===== src/rtl/st_chan_adapt_pkg.sv =====
// Shared types for the Avalon-ST channel adapter: packet FSM states and the
// saturating drop-counter helper.
package st_chan_adapt_pkg;

    typedef enum logic [1:0] {
        IDLE = 2'd0,
        PASS = 2'd1,
        DROP = 2'd2
    } state_t;

    localparam int DROP_CNT_W = 16;
    localparam logic [DROP_CNT_W-1:0] DROP_CNT_MAX = '1;

    function automatic logic [DROP_CNT_W-1:0] sat_inc(input logic [DROP_CNT_W-1:0] v);
        return (v == DROP_CNT_MAX) ? v : v + DROP_CNT_W'(1);
    endfunction

endpackage


===== src/rtl/st_skid_buffer.sv =====
// Two-entry (main + spare) registered skid stage; in_ready comes straight from a
// flop and is low while reset is held.
module st_skid_buffer #(
    parameter int WIDTH = 8
) (
    input  logic             clk,
    input  logic             reset,
    input  logic             in_valid,
    output logic             in_ready,
    input  logic [WIDTH-1:0] in_data,
    output logic             out_valid,
    input  logic             out_ready,
    output logic [WIDTH-1:0] out_data
);

    logic             main_valid_q, main_valid_d;
    logic             spare_valid_q, spare_valid_d;
    logic             in_ready_q, in_ready_d;
    logic [WIDTH-1:0] main_q, main_d;
    logic [WIDTH-1:0] spare_q, spare_d;
    logic             push;

    always_comb begin
        push          = in_valid && in_ready_q;
        main_valid_d  = main_valid_q;
        main_d        = main_q;
        spare_valid_d = spare_valid_q;
        spare_d       = spare_q;
        if (!main_valid_q || out_ready) begin
            // Spare drains first; no push can coincide since in_ready is low then.
            if (spare_valid_q) begin
                main_valid_d  = 1'b1;
                main_d        = spare_q;
                spare_valid_d = 1'b0;
            end else begin
                main_valid_d = push;
                if (push) main_d = in_data;
            end
        end else if (push) begin
            spare_valid_d = 1'b1;
            spare_d       = in_data;
        end
        in_ready_d = !spare_valid_d;
    end

    always_ff @(posedge clk or posedge reset) begin
        if (reset) begin
            main_valid_q  <= 1'b0;
            spare_valid_q <= 1'b0;
            in_ready_q    <= 1'b0;
            main_q        <= '0;
            spare_q       <= '0;
        end else begin
            main_valid_q  <= main_valid_d;
            spare_valid_q <= spare_valid_d;
            in_ready_q    <= in_ready_d;
            main_q        <= main_d;
            spare_q       <= spare_d;
        end
    end

    assign in_ready  = in_ready_q;
    assign out_valid = main_valid_q;
    assign out_data  = main_q;

endmodule


===== src/rtl/avalon_st_channel_adapter.sv =====
// Avalon-ST channel adapter: latches the channel at SOP, drops illegal-channel packets,
// re-bases the channel by CHAN_OFFSET. Define ST_CHAN_ADAPT_DROP_CNT_EN for drop_count.
module avalon_st_channel_adapter
    import st_chan_adapt_pkg::*;
#(
    parameter int DATA_W      = 8,
    parameter int IN_CHAN_W   = 1,
    parameter int OUT_CHAN_W  = 8,
    parameter int MAX_CHANNEL = 1,
    parameter int CHAN_OFFSET = 0
) (
    input  logic                                    clk,
    input  logic                                    reset,
    output logic                                    in_ready,
    input  logic                                    in_valid,
    input  logic [DATA_W-1:0]                       in_data,
    input  logic                                    in_startofpacket,
    input  logic                                    in_endofpacket,
    // One dummy bit when IN_CHAN_W=0; it is ignored.
    input  logic [((IN_CHAN_W > 0) ? IN_CHAN_W : 1)-1:0] in_channel,
    input  logic                                    out_ready,
    output logic                                    out_valid,
    output logic [DATA_W-1:0]                       out_data,
    output logic                                    out_startofpacket,
    output logic                                    out_endofpacket,
    output logic [OUT_CHAN_W-1:0]                   out_channel,
    output logic                                    drop_pulse,
    output logic                                    proto_err
`ifdef ST_CHAN_ADAPT_DROP_CNT_EN
    ,
    output logic [DROP_CNT_W-1:0]                   drop_count
`endif
);

    typedef struct packed {
        logic [DATA_W-1:0]     data;
        logic                  sop;
        logic                  eop;
        logic [OUT_CHAN_W-1:0] channel;
    } beat_t;

    if (longint'(MAX_CHANNEL) + longint'(CHAN_OFFSET) > (longint'(1) << OUT_CHAN_W) - longint'(1)) begin : g_err_out_w
        $error("MAX_CHANNEL + CHAN_OFFSET does not fit in OUT_CHAN_W");
    end
    if (IN_CHAN_W > 0 && longint'(MAX_CHANNEL) > (longint'(1) << IN_CHAN_W) - longint'(1)) begin : g_err_in_w
        $error("MAX_CHANNEL does not fit in IN_CHAN_W");
    end

    state_t                state_q, state_d;
    logic [OUT_CHAN_W-1:0] chan_q, chan_d, in_ch;
    logic                  ch_legal, acc, fwd, skid_in_ready;
    logic                  drop_pulse_q, drop_pulse_d, proto_err_q, proto_err_d;
    beat_t                 fwd_beat, out_beat;

    if (IN_CHAN_W > 0) begin : g_ch
        assign in_ch    = OUT_CHAN_W'(in_channel);
        assign ch_legal = 32'(in_channel) <= 32'(MAX_CHANNEL);
    end else begin : g_no_ch
        assign in_ch    = '0;
        assign ch_legal = 1'b1;
    end

    assign acc = in_valid && skid_in_ready;

    always_comb begin
        state_d      = state_q;
        chan_d       = chan_q;
        fwd          = 1'b0;
        drop_pulse_d = 1'b0;
        proto_err_d  = 1'b0;
        if (acc) begin
            if (in_startofpacket) begin
                // A SOP always opens a new packet; an unterminated one is just flagged.
                proto_err_d = (state_q != IDLE);
                if (ch_legal) begin
                    chan_d  = in_ch;
                    fwd     = 1'b1;
                    state_d = in_endofpacket ? IDLE : PASS;
                end else begin
                    drop_pulse_d = 1'b1;
                    state_d      = in_endofpacket ? IDLE : DROP;
                end
            end else begin
                case (state_q)
                    PASS: begin
                        fwd = 1'b1;
                        if (in_endofpacket) state_d = IDLE;
                    end
                    DROP: if (in_endofpacket) state_d = IDLE;
                    default: proto_err_d = 1'b1;
                endcase
            end
        end
        fwd_beat.data    = in_data;
        fwd_beat.sop     = in_startofpacket;
        fwd_beat.eop     = in_endofpacket;
        fwd_beat.channel = chan_d + OUT_CHAN_W'(CHAN_OFFSET);
    end

    always_ff @(posedge clk or posedge reset) begin
        if (reset) begin
            state_q      <= IDLE;
            chan_q       <= '0;
            drop_pulse_q <= 1'b0;
            proto_err_q  <= 1'b0;
        end else begin
            state_q      <= state_d;
            chan_q       <= chan_d;
            drop_pulse_q <= drop_pulse_d;
            proto_err_q  <= proto_err_d;
        end
    end

    st_skid_buffer #(.WIDTH($bits(beat_t))) u_skid (
        .clk      (clk),
        .reset    (reset),
        .in_valid (fwd),
        .in_ready (skid_in_ready),
        .in_data  (fwd_beat),
        .out_valid(out_valid),
        .out_ready(out_ready),
        .out_data (out_beat)
    );

    assign in_ready          = skid_in_ready;
    assign out_data          = out_beat.data;
    assign out_startofpacket = out_beat.sop;
    assign out_endofpacket   = out_beat.eop;
    assign out_channel       = out_beat.channel;
    assign drop_pulse        = drop_pulse_q;
    assign proto_err         = proto_err_q;

`ifdef ST_CHAN_ADAPT_DROP_CNT_EN
    logic [DROP_CNT_W-1:0] drop_cnt_q, drop_cnt_d;

    always_comb drop_cnt_d = drop_pulse_d ? sat_inc(drop_cnt_q) : drop_cnt_q;

    always_ff @(posedge clk or posedge reset) begin
        if (reset) drop_cnt_q <= '0;
        else       drop_cnt_q <= drop_cnt_d;
    end

    assign drop_count = drop_cnt_q;
`endif

endmodule

===== config.mk =====
export PLATFORM = sky130hd
export DESIGN_NAME = avalon_st_channel_adapter
export DESIGN_NICKNAME = d
export VERILOG_FILES = /design/src/rtl/st_chan_adapt_pkg.sv /design/src/rtl/st_skid_buffer.sv /design/src/rtl/avalon_st_channel_adapter.sv
export SDC_FILE = /design/constraint.sdc
export NUM_CORES = 1
export LEC_CHECK = 0
export CORE_AREA = 8 8 75 77
export CTS_BUF_LIST = sky130_fd_sc_hd__clkbuf_2
export DETAILED_ROUTE_END_ITERATION = 6
export DIE_AREA = 0 0 83 85
export HOLD_SLACK_MARGIN = 0.15
export PLACE_DENSITY_LB_ADDON = 0.05
export SLEW_MARGIN = 20
export SYNTH_ARGS = -nofsm -noshare
export SYNTH_HDL_FRONTEND = slang
export SYNTH_SLANG_ARGS = --single-unit

===== constraint.sdc =====
create_clock -name clk -period 2.59 [get_ports clk]
set_clock_uncertainty 0.2 [all_clocks]
set_input_delay 0.259 -clock clk [delete_from_list [all_inputs] [get_ports clk]]
set_output_delay 0.259 -clock clk [all_outputs]
set_load 0.02 [all_outputs]

* After elaboration in Yosys (flattened, before gate mapping)
Cells that the tools add are included.
W data, S select, Z words.
** Storage, ports and cells
- Bits in registers :: 50
- Word-level logic and storage cells :: 41
- Output and inout bits :: 22
** Operators by class
- Multiplexer cells :: 17
- Eq/ne operators :: 2
- Bitwise gates (word level) :: 1
- Reduce and logical (&&, ||, !) cells :: 13
** Operators by type and width (count)
- $mux W18 :: 2
- $mux W8 :: 2
- $mux W1 :: 10
- $reduce_bool A2 Y1 :: 4
- $mux W2 :: 3
- $reduce_and A2 Y1 :: 2
- $reduce_and A3 Y1 :: 1
- $eq A2 B1 Y1 const B :: 1
- $eq A2 B2 Y1 const B :: 1
- $logic_and A1 B1 Y1 :: 2
- $logic_not A1 Y1 :: 2
- $reduce_or A2 Y1 :: 1
- $logic_or A1 B1 Y1 :: 1
- $not A1 Y1 :: 1

* Depth between registers and ports, before layout
Gate-level depths: netlist (run 1).
- Word-level depth :: 8
- Gate-level depth with buffers :: 7
- Gate-level depth less buffers :: 5

* Hierarchy
A second synthesis (run 1) with hierarchy kept.
** Second synthesis, totals
- Cell total of the unflattened synthesis :: 136
- Area, all modules :: 2152.1 µm²
** Modules (own cells, without submodules)
- st_skid_buffer :: cells an instance 106, times used 1, area an instance 1755.4 µm²
- avalon_st_channel_adapter :: cells an instance 30, times used 1, area an instance 396.6 µm²

* Worst setup path after synthesis (run 1)
No wires, ideal clock.
- Path type :: reg2reg
- From :: register state_q[0]
- To :: register u_skid.main_q[1] (netlist: u_skid.out_data[1])
- Setup slack :: 0.640 ns
- Cell stages (with the launch flop) :: 8
- Path buffers :: 2
- Library setup time :: 0.125 ns
- Arrival time :: 1.624 ns
- Cells stage by stage :: dfrtp_1 inv_1 ha_1 and3b_1 buf_6 o21ai_4 buf_12 mux2_4
** Between the ends
- Cells in the longest elaborated chain, start to end :: 7
** RTL lines
- from (decl) :: line avalon_st_channel_adapter.sv:49 : state_t state_q, state_d;
- from (signal assigned) :: line avalon_st_channel_adapter.sv:107 : state_q <= state_d;
- $eq A2 B1 Y1 :: line avalon_st_channel_adapter.sv:84 : case (state_q)
- $mux W1 :: line avalon_st_channel_adapter.sv:84
- $mux W1 :: line avalon_st_channel_adapter.sv:72 : if (in_startofpacket) begin
- $mux W1 :: line avalon_st_channel_adapter.sv:71 : if (acc) begin
- $logic_and A1 B1 Y1 :: line st_skid_buffer.sv:24 : push = in_valid && in_ready_q;
- $reduce_bool A2 Y1 (no line)
- $reduce_and A2 Y1 (no line)
- to (signal assigned) :: line st_skid_buffer.sv:57 : main_q <= main_d;
- to (decl) :: line st_skid_buffer.sv:19 : logic [WIDTH-1:0] main_q, main_d;
Every way passes these cells.
A chain may end at the register's enable or synchronous reset.

* Worst setup path in the final report (run 1)
- From :: register u_skid.in_ready_q (netlist: u_skid.in_ready)
- To :: output in_ready
** RTL lines
- from (decl) :: line st_skid_buffer.sv:18 : logic in_ready_q, in_ready_d;
- from (signal assigned) :: line st_skid_buffer.sv:56 : in_ready_q <= in_ready_d;
- to (decl) :: line avalon_st_channel_adapter.sv:14 : output logic in_ready,
No word-level cell between the ends.

==> reports/summary.txt, run 1 <==
net switching component of the power: 696 µW
total of fill cells in the finished design: 380
Port-buffer cells: 35
top cells by area, synth: dfrtp_1 (56%), mux2_2 (19%), mux2_4 (6.2%), a22o_1 (2.8%), buf_6 (2.1%)
Stages on worst setup path: 1
number of antenna-violating nets in the routed design: 0
global placement routability congestion: 0.781
peak ir drop on the vdd network: 0.479 mV
synthesized area divided by synthesized cell count: 14.6 µm²
CP arrival: 1520 ps
total routing resource utilization after global routing: 0.124
cell count after synthesis: 149
Seq pwr share: 0.457
nets in the synthesized netlist: 165
buffer depth of the longest clock path: 2
effective utilization at floorplan: 0.480
kind of end point of the critical path: primary output
r2r worst-path depth: 6
root buffer cell: clkbuf_2
Post-Synthesis Cell Area: 2180 µm²
post-synthesis async set-or-reset flop share: 1.00
fraction of final layout cells sized beyond drive strength 1: 0.344
area share of the leading cell type in the synthesized netlist: 0.564
final setup margin: 607 ps
final critical delay including setup and external delays: 1980 ps
Critical Path Source Type: flip-flop
number of antenna violations at the first check in global routing: 0
part of the power in combinational logic: 0.326
hold violation total from the final report: 0
# setup viols final: 0
post-layout net count: 210
maximum fanout encountered on the critical timing path: 5
placement-stage worst setup slack: 199 ps
Total Negative Setup Slacks: 0 ps
Static Leak: 0.00125 µW
status: complete, no violations
synth cell count leaders: dfrtp_1 (49), mux2_2 (36), mux2_4 (9)
most numerous cell in the Yosys netlist: dfrtp_1
critical path required time: 2130 ps
met2 Use GR: 0.214
Yosys Warn Count: 0
area of the die: 7060 µm²
vias per cell: 5.25
Synth Flop Type: dfrtp_1
HPWL after DPL: 3060 µm
placed cells: 240
final count of pins violating max slew: 0
maximum number of pins on one net before global-route repair: 31
wire length of the first global-routing pass: 7200 µm
Power per Cell Area: 868 nW/µm²
transition time at the pin with the least slew margin: 616 ps
CTS H-Tree Depth: 2
maximum operating frequency: 504 MHz
number of clock sinks: 49
# Max-Cap Violations: 0
met1 Usage GRT: 0.137
flip-flop and latch count after synthesis: 49
Sw Ratio: 0.299
part of the total power dissipated in the clock network: 0.217
Layout Cells excl Fill: 249
proportion of synthesized chip area in sequential cells: 0.564
Rows: 25
detailed-routing iteration count for the pre-antenna-repair pass: 4
clk_lat worst skew: 440 ps
CTS tree: yes
number of distinct library cells after synthesis: 27
count of instances resized after the clock tree is built: 0
CP Cell Sequence: clkdlybuf4s50_1
hold depth: 2
cell area after placement: 2580 µm²
type of the worst min-delay path: in2reg
final design area excluding fillers: 2680 µm²
Max stage delay cell, worst path: clkdlybuf4s50_1
final worst-path cycle share: 0.766
peak-usage layer in the global routing report: met2
die boundary width: 83 µm
core outline area: 4540 µm²
EDFF count, synth: 0
gate family responsible for the most delay along the worst path: buffers and inverters
number of global-route vias before repair: 1448
clock-pin slew on the worst setup and hold paths: 240 ps
final core occ: 0.592
Area growth syn-to-layout: 23.3%
detailed router's first-iteration violation count: 58
unrepaired setup endpoints after global routing: no
number of antenna diodes: 0
largest stage delay on the critical path: 630 ps
gr ovfl total: 0
Top Ports: 37
number of buffers created by CTS: 5
count of buffer and inverter cells on the critical path: 1
vertical die dimension: 85 µm
library cell with the largest summed area after synthesis: dfrtp_1
number of setup buffers added after CTS: 0
total length of routed wires: 4170 µm
hold-fix buffers at CTS: 1
routed len/inst: 16.7 µm
critical path class: reg2out
Slew HR: 0.588
met3 track utilization from global routing: 0.0402
total number of vias: 1307
number of design rule violations left after detail routing: 0
design internal power: 1630 µW
[registers in the layout, indices dropped and copies added (netlist names)]
register / count
u_skid.out_data: 18
u_skid.spare_q: 18
chan_q: 8
proto_err: 1
state_q: 1
u_skid.in_ready: 1
u_skid.out_valid: 1
u_skid.spare_valid_q: 1
[area by class of cell]
type,instances,area [µm²],area share
clock buffer,5,25.0,0.00932
multi-input combinational,88,850,0.317
tap,54,67.6,0.0252
timing repair buffer,46,435,0.162
sequential,49,1230,0.457
inverter,4,15.0,0.00559
clock inverter,3,65.1,0.0242
[power groups by stage]
stage	combinational, µW	sequential (µW)	clock, µW
finish	760	1060	506
global route	818	1090	549
CTS	776	1070	514
detailed placement	773	1080	0
global placement	755	1060	0
floorplan	362	1180	0
[metal layers]
metal / wire length [µm] / part of all wire
met5: 0 / 0
met3: 202 / 0.048
met4: 69 / 0.017
met1: 1790 / 0.43
met2: 2110 / 0.51
[cells by family after synthesis]
logic type,Yosys count,synth area share
multiplexers,45,0.248
buffers and inverters,12,0.0460
other,1,0.00172
AO/OA/AOI/OAI,16,0.0592
flip-flops,49,0.564
AND/OR/NAND/NOR,25,0.0753
adder cells (fa/ha/maj),1,0.00575
[per-stage QoR]
step | hold slack, ps | power, µW
2_1_floorplan | 145 | 1540
3_3_place_gp | 271 | 1820
3_5_place_dp | 277 | 1850
4_1_cts | 186 | 2360
5_1_grt | 183 | 2450
6_report | 220 | 2330
[worst register-to-register path, delay by kind of cell (launching register included)]
family | cells | cell delay [ps]
and+or+nand+nor | 1 | 230
buffers and inverters | 2 | 310
DFF | 1 | 440
adders and majority gates | 1 | 190
muxes | 1 | 370
AOI/OAI and AO/OA | 1 | 140
[cell usage in the layout (no fill, tap or decap), drive strengths merged, types with 2 or more instances in the layout]
cell / netlist / layout
dfrtp: 49 / 49
mux2: 45 / 45
clkdlybuf4s50: 0 / 35
buf: 8 / 10
nor2b: 7 / 7
a22o: 7 / 7
and2: 7 / 7
clkbuf: 0 / 5
inv: 4 / 4
a21oi: 3 / 3
nand2: 3 / 3
o21ai: 3 / 3
nor2: 2 / 2
bufinv: 0 / 2
nand2b: 2 / 2
[path summary, 6_finish.rpt]
path / from / to / slack (ps)
setup / recovery: u_skid.in_ready$_DFF_PP0_ / in_ready / 610
hold / removal: in_endofpacket / state_q[0]$_DFFE_PP0P_ / 220
setup reg to reg: state_q[0]$_DFFE_PP0P_ / u_skid.out_data[15]$_DFFE_PP0P_ / 610
hold reg to reg: u_skid.out_data[0]$_DFFE_PP0P_ / u_skid.out_data[0]$_DFFE_PP0P_ / 330
max in group asynchronous: reset / u_skid.out_data[17]$_DFFE_PP0P_ / 970
min in group asynchronous: reset / u_skid.spare_q[3]$_DFFE_PP0P_ / 560
Note: power is estimated with default switching activity, not from simulation.
==> inputs of run 2 (changes only) <==
Settings changed: CORE_AREA 8 8 75 77 to 8 8 76 78, DIE_AREA 0 0 83 85 to 0 0 84 86.
Clock period 2.59 ns to 1.6 ns, I/O delays scaled along.
==> run 2 against run 1 <==
Net effect: the flow now finishes with violations (negative setup slack); design area rose by 12%; wire length rose by 11%; critical path type is now reg2reg; hold slack lost 23 ps.
==> reports/summary.txt, run 2 (same netlist as run 1, synthesis figures left out) <==
detailed router's first-iteration violation count: 32 (-45%)
HPWL after DPL: 2900 µm (-5.3%)
Static Leak: 0.00146 µW (+17%)
global placement routability congestion: 0.769 (-1.6%)
reg2reg setup slack: -250 ps (-850 ps)
buffer depth of the longest clock path: 2 (unchanged)
number of design rule violations left after detail routing: 0 (unchanged)
die boundary width: 84 µm (+1.2%)
gr ovfl total: 0 (unchanged)
critical path class: reg2reg
placed cells: 245 (+2.1%)
Power per Cell Area: 1210 nW/µm² (+39%)
Rows: 25 (unchanged)
maximum operating frequency: 541 MHz
number of clock sinks: 49 (unchanged)
total length of routed wires: 4630 µm (+11%)
vias per cell: 5.06 (-3.7%)
detailed-routing iteration count for the pre-antenna-repair pass: 4 (unchanged)
Top Ports: 37 (unchanged)
number of antenna diodes: 0 (unchanged)
r2r worst-path depth: 6 (unchanged)
kind of end point of the critical path: flip-flop
wire length of the first global-routing pass: 7980 µm (+11%)
hold depth: 2 (unchanged)
area of the die: 7220 µm² (+2.4%)
status: finished with violations
total number of vias: 1375 (+5.2%)
post-layout net count: 233 (+11%)
final count of pins violating max slew: 0 (unchanged)
Total Negative Setup Slacks: -6360 ps (-6360 ps)
Area growth syn-to-layout: 38.0%
vertical die dimension: 86 µm (+1.2%)
routed len/inst: 17.0 µm (+1.6%)
CTS tree: yes
combined flip-flop and latch cell area: 1230 µm² (+0.20%)
violated checks: negative setup slack
number of buffers created by CTS: 5 (unchanged)
fraction of final layout cells sized beyond drive strength 1: 0.431 (+0.0876)
Critical Path Source Type: flip-flop
root buffer cell: clkbuf_2
# Max-Cap Violations: 0 (unchanged)
R2R Path Start: state_q[0]$_DFFE_PP0P_
critical path required time: 1710 ps (-420 ps)
final setup margin: -247 ps (-854 ps)
commonest cells after routing, fill and taps aside: dfrtp_1 (47), mux2_4 (27), mux2_2 (18)
clk_lat worst skew: 420 ps (-20 ps)
area of combinational cells with multiple inputs: 930 µm² (+9.4%)
maximum fanout encountered on the critical timing path: 9 (+4)
effective utilization at floorplan: 0.473 (-0.00653)
commonest non-fill, non-tap cell in the layout: dfrtp_1
number of antenna violations at the first check in global routing: 0 (unchanged)
Port-buffer cells: 35 (unchanged)
final worst-path cycle share: 1.15
# setup viols final: 36 (+36)
peak ir drop on the vdd network: 0.676 mV (+41%)
maximum number of pins on one net before global-route repair: 36 (+16%)
core outline area: 4600 µm² (+1.4%)
Hold Crit Endpoint: chan_q[0]$_DFF_PP0_
final critical delay including setup and external delays: 1850 ps
unrepaired setup endpoints after global routing: yes
Layout Cells excl Fill: 272 (+9.2%)
CP arrival: 1960 ps (+440 ps)
total of fill cells in the finished design: 342 (-10%)
CTS H-Tree Depth: 2 (unchanged)
Worst Hold Launch: in_channel
destination of the worst register-to-register timing path: u_skid.out_data[3]$_DFFE_PP0P_
clock-pin slew on the worst setup and hold paths: 260 ps (+20 ps)
number of antenna-violating nets in the routed design: 0 (unchanged)
type of the worst min-delay path: in2reg
hold violation total from the final report: 0 (unchanged)
total routing resource utilization after global routing: 0.139 (+0.0142)
number of global-route vias before repair: 1601 (+11%)
==> run 2: final cells by class <==
class	count	share of cell area
clock buffer	6	0.0100
clock inverter	2	0.00542
inverter	4	0.00500
multi-input combinational	88	0.310
sequential	49	0.409
tap	54	0.0225
timing repair buffer	69	0.238
==> run 2: layer usage <==
layer	global-route usage	routed length, µm	up-vias
li1	-	-	657
met5	0	0	-
met2	0.229	2250	27
met3	0.0436	180	9
met1	0.164	2120	682
met4	0.0534	77	0
==> run 2: through the flow <==
| step | setup slack [ps] | utilization | power [µW] | hold slack, ps | instance area [µm²] |
|---|---|---|---|---|---|
| 3_5_place_dp | -518 | 0.592 | 3090 | 289 | 2720 |
| 4_1_cts | -246 | 0.646 | 3660 | 152 | 2970 |
| 5_1_grt | -309 | 0.653 | 3830 | 183 | 3000 |
| 3_3_place_gp | -493 | 0.592 | 3050 | 272 | 2720 |
| 6_report | -247 | 0.653 | 3620 | 197 | 3000 |
| 2_1_floorplan | -341 | - | 2510 | 45.7 | 2220 |
==> run 2: worst max-delay path, stage by stage (launching register included) <==
cell	delay (ps)
dfrtp_1	450
inv_2	70
ha_4	140
and3b_1	210
o21ai_4	200
buf_12	170
mux2_4	300
==> run 2: where the power goes <==
group | switching, µW | total, µW | internal, µW
Clock | 397 | 514 | 117
Sequential | 172 | 1720 | 1550
Combinational | 606 | 1390 | 783
==> run 2: worst max-delay path by stage <==
stage                           startpoint                         endpoint  cells past startpoint
global route        state_q[0]$_DFFE_PP0P_   u_skid.out_data[3]$_DFFE_PP0P_                      6
detailed placement        in_startofpacket  u_skid.out_data[11]$_DFFE_PP0P_                      7
CTS                 state_q[0]$_DFFE_PP0P_  u_skid.out_data[11]$_DFFE_PP0P_                      6
finish              state_q[0]$_DFFE_PP0P_   u_skid.out_data[3]$_DFFE_PP0P_                      6
floorplan           state_q[0]$_DFFE_PP0P_   u_skid.out_data[1]$_DFFE_PP0P_                      7
global placement          in_startofpacket  u_skid.out_data[15]$_DFFE_PP0P_                      7
==> run 2: what timing repair did <==
item,CTS,global route
gates resized for setup,42,24
hold endpoints to repair,56,3
hold buffers,8,3
buffers inserted,2,3
pin swaps,1,1
endpoints found under the setup margin,58,52
cloned,3,0
==> inputs of run 3 (changes only) <==
Settings changed: CORE_AREA 8 8 76 78 to 8 8 75 77, DIE_AREA 0 0 84 86 to 0 0 83 85, DONT_BUFFER_PORTS set to 1.
==> run 3 against run 2 <==
Net effect: first-iteration DRC count increased by 110%; the run ends with negative hold slack, negative setup slack left; clock power decreased by 7.6%; die area decreased by 2.3%; design area decreased by 13%; global-route usage decreased by 1.7 points; wire length decreased by 11%; core utilization decreased by 7.6 points; sequential power increased by 13%; register-to-register slack improved by 50 ps; hold slack got worse by 470 ps; sequential share of layout area increased by 6.0 points.
==> reports/summary.txt, run 3 (same netlist as run 1, synthesis figures left out) <==
Critical Path Source Type: flip-flop
status: finished with violations
number of antenna violations at the first check in global routing: 0 (unchanged)
post-layout net count: 199 (-15%)
commonest cells after routing, fill and taps aside: dfrtp_1 (47), mux2_4 (27), mux2_2 (18)
hold-fix buffers at CTS: 16 (+8)
Static Leak: 0.00126 µW (-14%)
detailed-routing iteration count for the pre-antenna-repair pass: 4 (unchanged)
buffer depth of the longest clock path: 2 (unchanged)
violated checks: negative hold slack, negative setup slack
# setup viols final: 35 (-2.8%)
Rows: 25 (unchanged)
Seq pwr share: 0.586 (+0.111)
final core occ: 0.577 (-0.0757)
maximum fanout encountered on the critical timing path: 4 (-5)
Fin Hold WS: -270 ps (-467 ps)
combined flip-flop and latch cell area: 1230 µm² (unchanged)
Critical Path Source: state_q[0]$_DFFE_PP0P_
vertical die dimension: 85 µm (-1.2%)
number of antenna diodes: 0 (unchanged)
R2R Path Start: state_q[0]$_DFFE_PP0P_
final critical delay including setup and external delays: 1800 ps (-47.8 ps)
type of the worst min-delay path: in2reg
number of buffers created by CTS: 5 (unchanged)
core outline area: 4540 µm² (-1.4%)
vias per cell: 5.18 (+2.4%)
Power per Cell Area: 1260 nW/µm² (+4.7%)
Worst Hold Launch: in_valid
total number of vias: 1232 (-10%)
part of the power in combinational logic: 0.270 (-0.113)
net switching component of the power: 1080 µW (-8.4%)
design internal power: 2230 µW (-8.9%)
number of design rule violations left after detail routing: 0 (unchanged)
area of the die: 7060 µm² (-2.3%)
global placement routability congestion: 0.753 (-2.1%)
total length of routed wires: 4130 µm (-11%)
gr ovfl total: 0 (unchanged)
final worst-path cycle share: 1.12 (-0.0299)
wire length of the first global-routing pass: 6980 µm (-13%)
clk_lat worst skew: 410 ps (about the same)
maximum number of pins on one net before global-route repair: 22 (-39%)
Area growth syn-to-layout: 20.3%
root buffer cell: clkbuf_2
effective utilization at floorplan: 0.480 (+0.00653)
HPWL after DPL: 2870 µm (-0.98%)
Sw Ratio: 0.325 (+0.00110)
commonest non-fill, non-tap cell in the layout: dfrtp_1
hold violation total from the final report: 4 (+4)
Port-buffer cells: 0 (-100%)
Total Negative Setup Slacks: -5710 ps (+656 ps)
total routing resource utilization after global routing: 0.122 (-0.0170)
CP arrival: 1920 ps (-40 ps)
CTS H-Tree Depth: 2 (unchanged)
routed len/inst: 17.4 µm (+2.1%)
clock-pin slew on the worst setup and hold paths: 230 ps (-30 ps)
number of clock sinks: 49 (unchanged)
transition time at the pin with the least slew margin: 740 ps
kind of end point of the critical path: flip-flop
total of fill cells in the finished design: 389 (+14%)
area of combinational cells with multiple inputs: 927 µm² (-0.27%)
unrepaired setup endpoints after global routing: yes
# Max-Cap Violations: 0 (unchanged)
critical path required time: 1720 ps (about the same)
detailed router's first-iteration violation count: 66 (+110%)
part of the total power dissipated in the clock network: 0.144 (+0.002)
number of antenna-violating nets in the routed design: 0 (unchanged)
placement-stage worst setup slack: -199 ps (+319 ps)
fraction of final layout cells sized beyond drive strength 1: 0.435 (+0.00359)
die boundary width: 83 µm (-1.2%)
Top Ports: 37 (unchanged)
number of global-route vias before repair: 1375 (-14%)
critical path class: reg2reg
peak ir drop on the vdd network: 0.658 mV (-2.6%)
maximum operating frequency: 556 MHz (+2.7%)
final setup margin: -199 ps (+47.8 ps)
reg2reg setup slack: -200 ps (+50 ps)
Slew HR: 0.507
CTS tree: yes
final count of pins violating max slew: 0 (unchanged)
[run 3: cell count changes in the layout (fill, tap and decap cells not counted), sizes merged]
cell / change
dlymetal6s4s: +1
clkdlybuf4s15: -4
dlygate4sd2: -7
clkdlybuf4s50: -14
buf: -5
clkbuf: -8
dlygate4sd3: +4
clkinvlp: -1
[run 3: through the flow]
| stage | instances | instance area [µm²] | total power, µW |
|---|---|---|---|
| after global placement | 211 | 2330 | 2680 |
| after global routing | 238 | 2620 | 3500 |
| after detailed placement | 211 | 2330 | 2710 |
| after CTS | 238 | 2630 | 3330 |
| final | 238 | 2620 | 3310 |
| after floorplan | 149 | 2220 | 2510 |
[run 3: final cells by class]
cell class,count,area share
multi-input cells,88,0.354
inverters,4,0.00574
flip-flops and latches,49,0.469
well taps,54,0.0258
clock inverters,1,0.00143
repair buffers,35,0.130
clock buffers,7,0.0134
[run 3: final timing paths]
kind                                              endpoint  cells past startpoint
max reg2reg                u_skid.out_data[15]$_DFFE_PP0P_                      6
min reg2reg                            chan_q[6]$_DFF_PP0_                      1
max in group asynchronous    u_skid.spare_q[2]$_DFFE_PP0P_                      4
min                                    proto_err$_DFF_PP0_                      2
min in group asynchronous   u_skid.spare_valid_q$_DFF_PP0_                      3
max                        u_skid.out_data[15]$_DFFE_PP0P_                      6
[run 3: per-layer routing]
layer  routed length, µm  GRT usage
met1                1790      0.141
met2                2060      0.201
met3                 219     0.0393
met4                  64     0.0527
met5                   0          0
[run 3: critical path: stages (launching register included)]
cell,delay [ps]
dfrtp_1,420
inv_1,60
ha_2,160
and3b_1,220
o21ai_4,170
buf_4,180
mux2_2,330
[run 3: timing repair]
| action | in CTS | in global routing |
|---|---|---|
| endpoints found under the setup margin | 35 | 50 |
| gates resized for setup | 16 | 4 |
| pin swaps | 1 | 0 |
| endpoints found under the hold margin | 97 | 35 |
| cloned | 1 | 0 |
| buffers inserted | 2 | 1 |
[run 3: power by group through the flow]
stage	clock network (µW)	registers, µW	logic, µW
2_1_floorplan	0	1910	608
3_3_place_gp	0	1950	725
3_5_place_dp	0	1960	743
4_1_cts	492	1940	898
5_1_grt	544	1980	973
6_report	475	1940	895
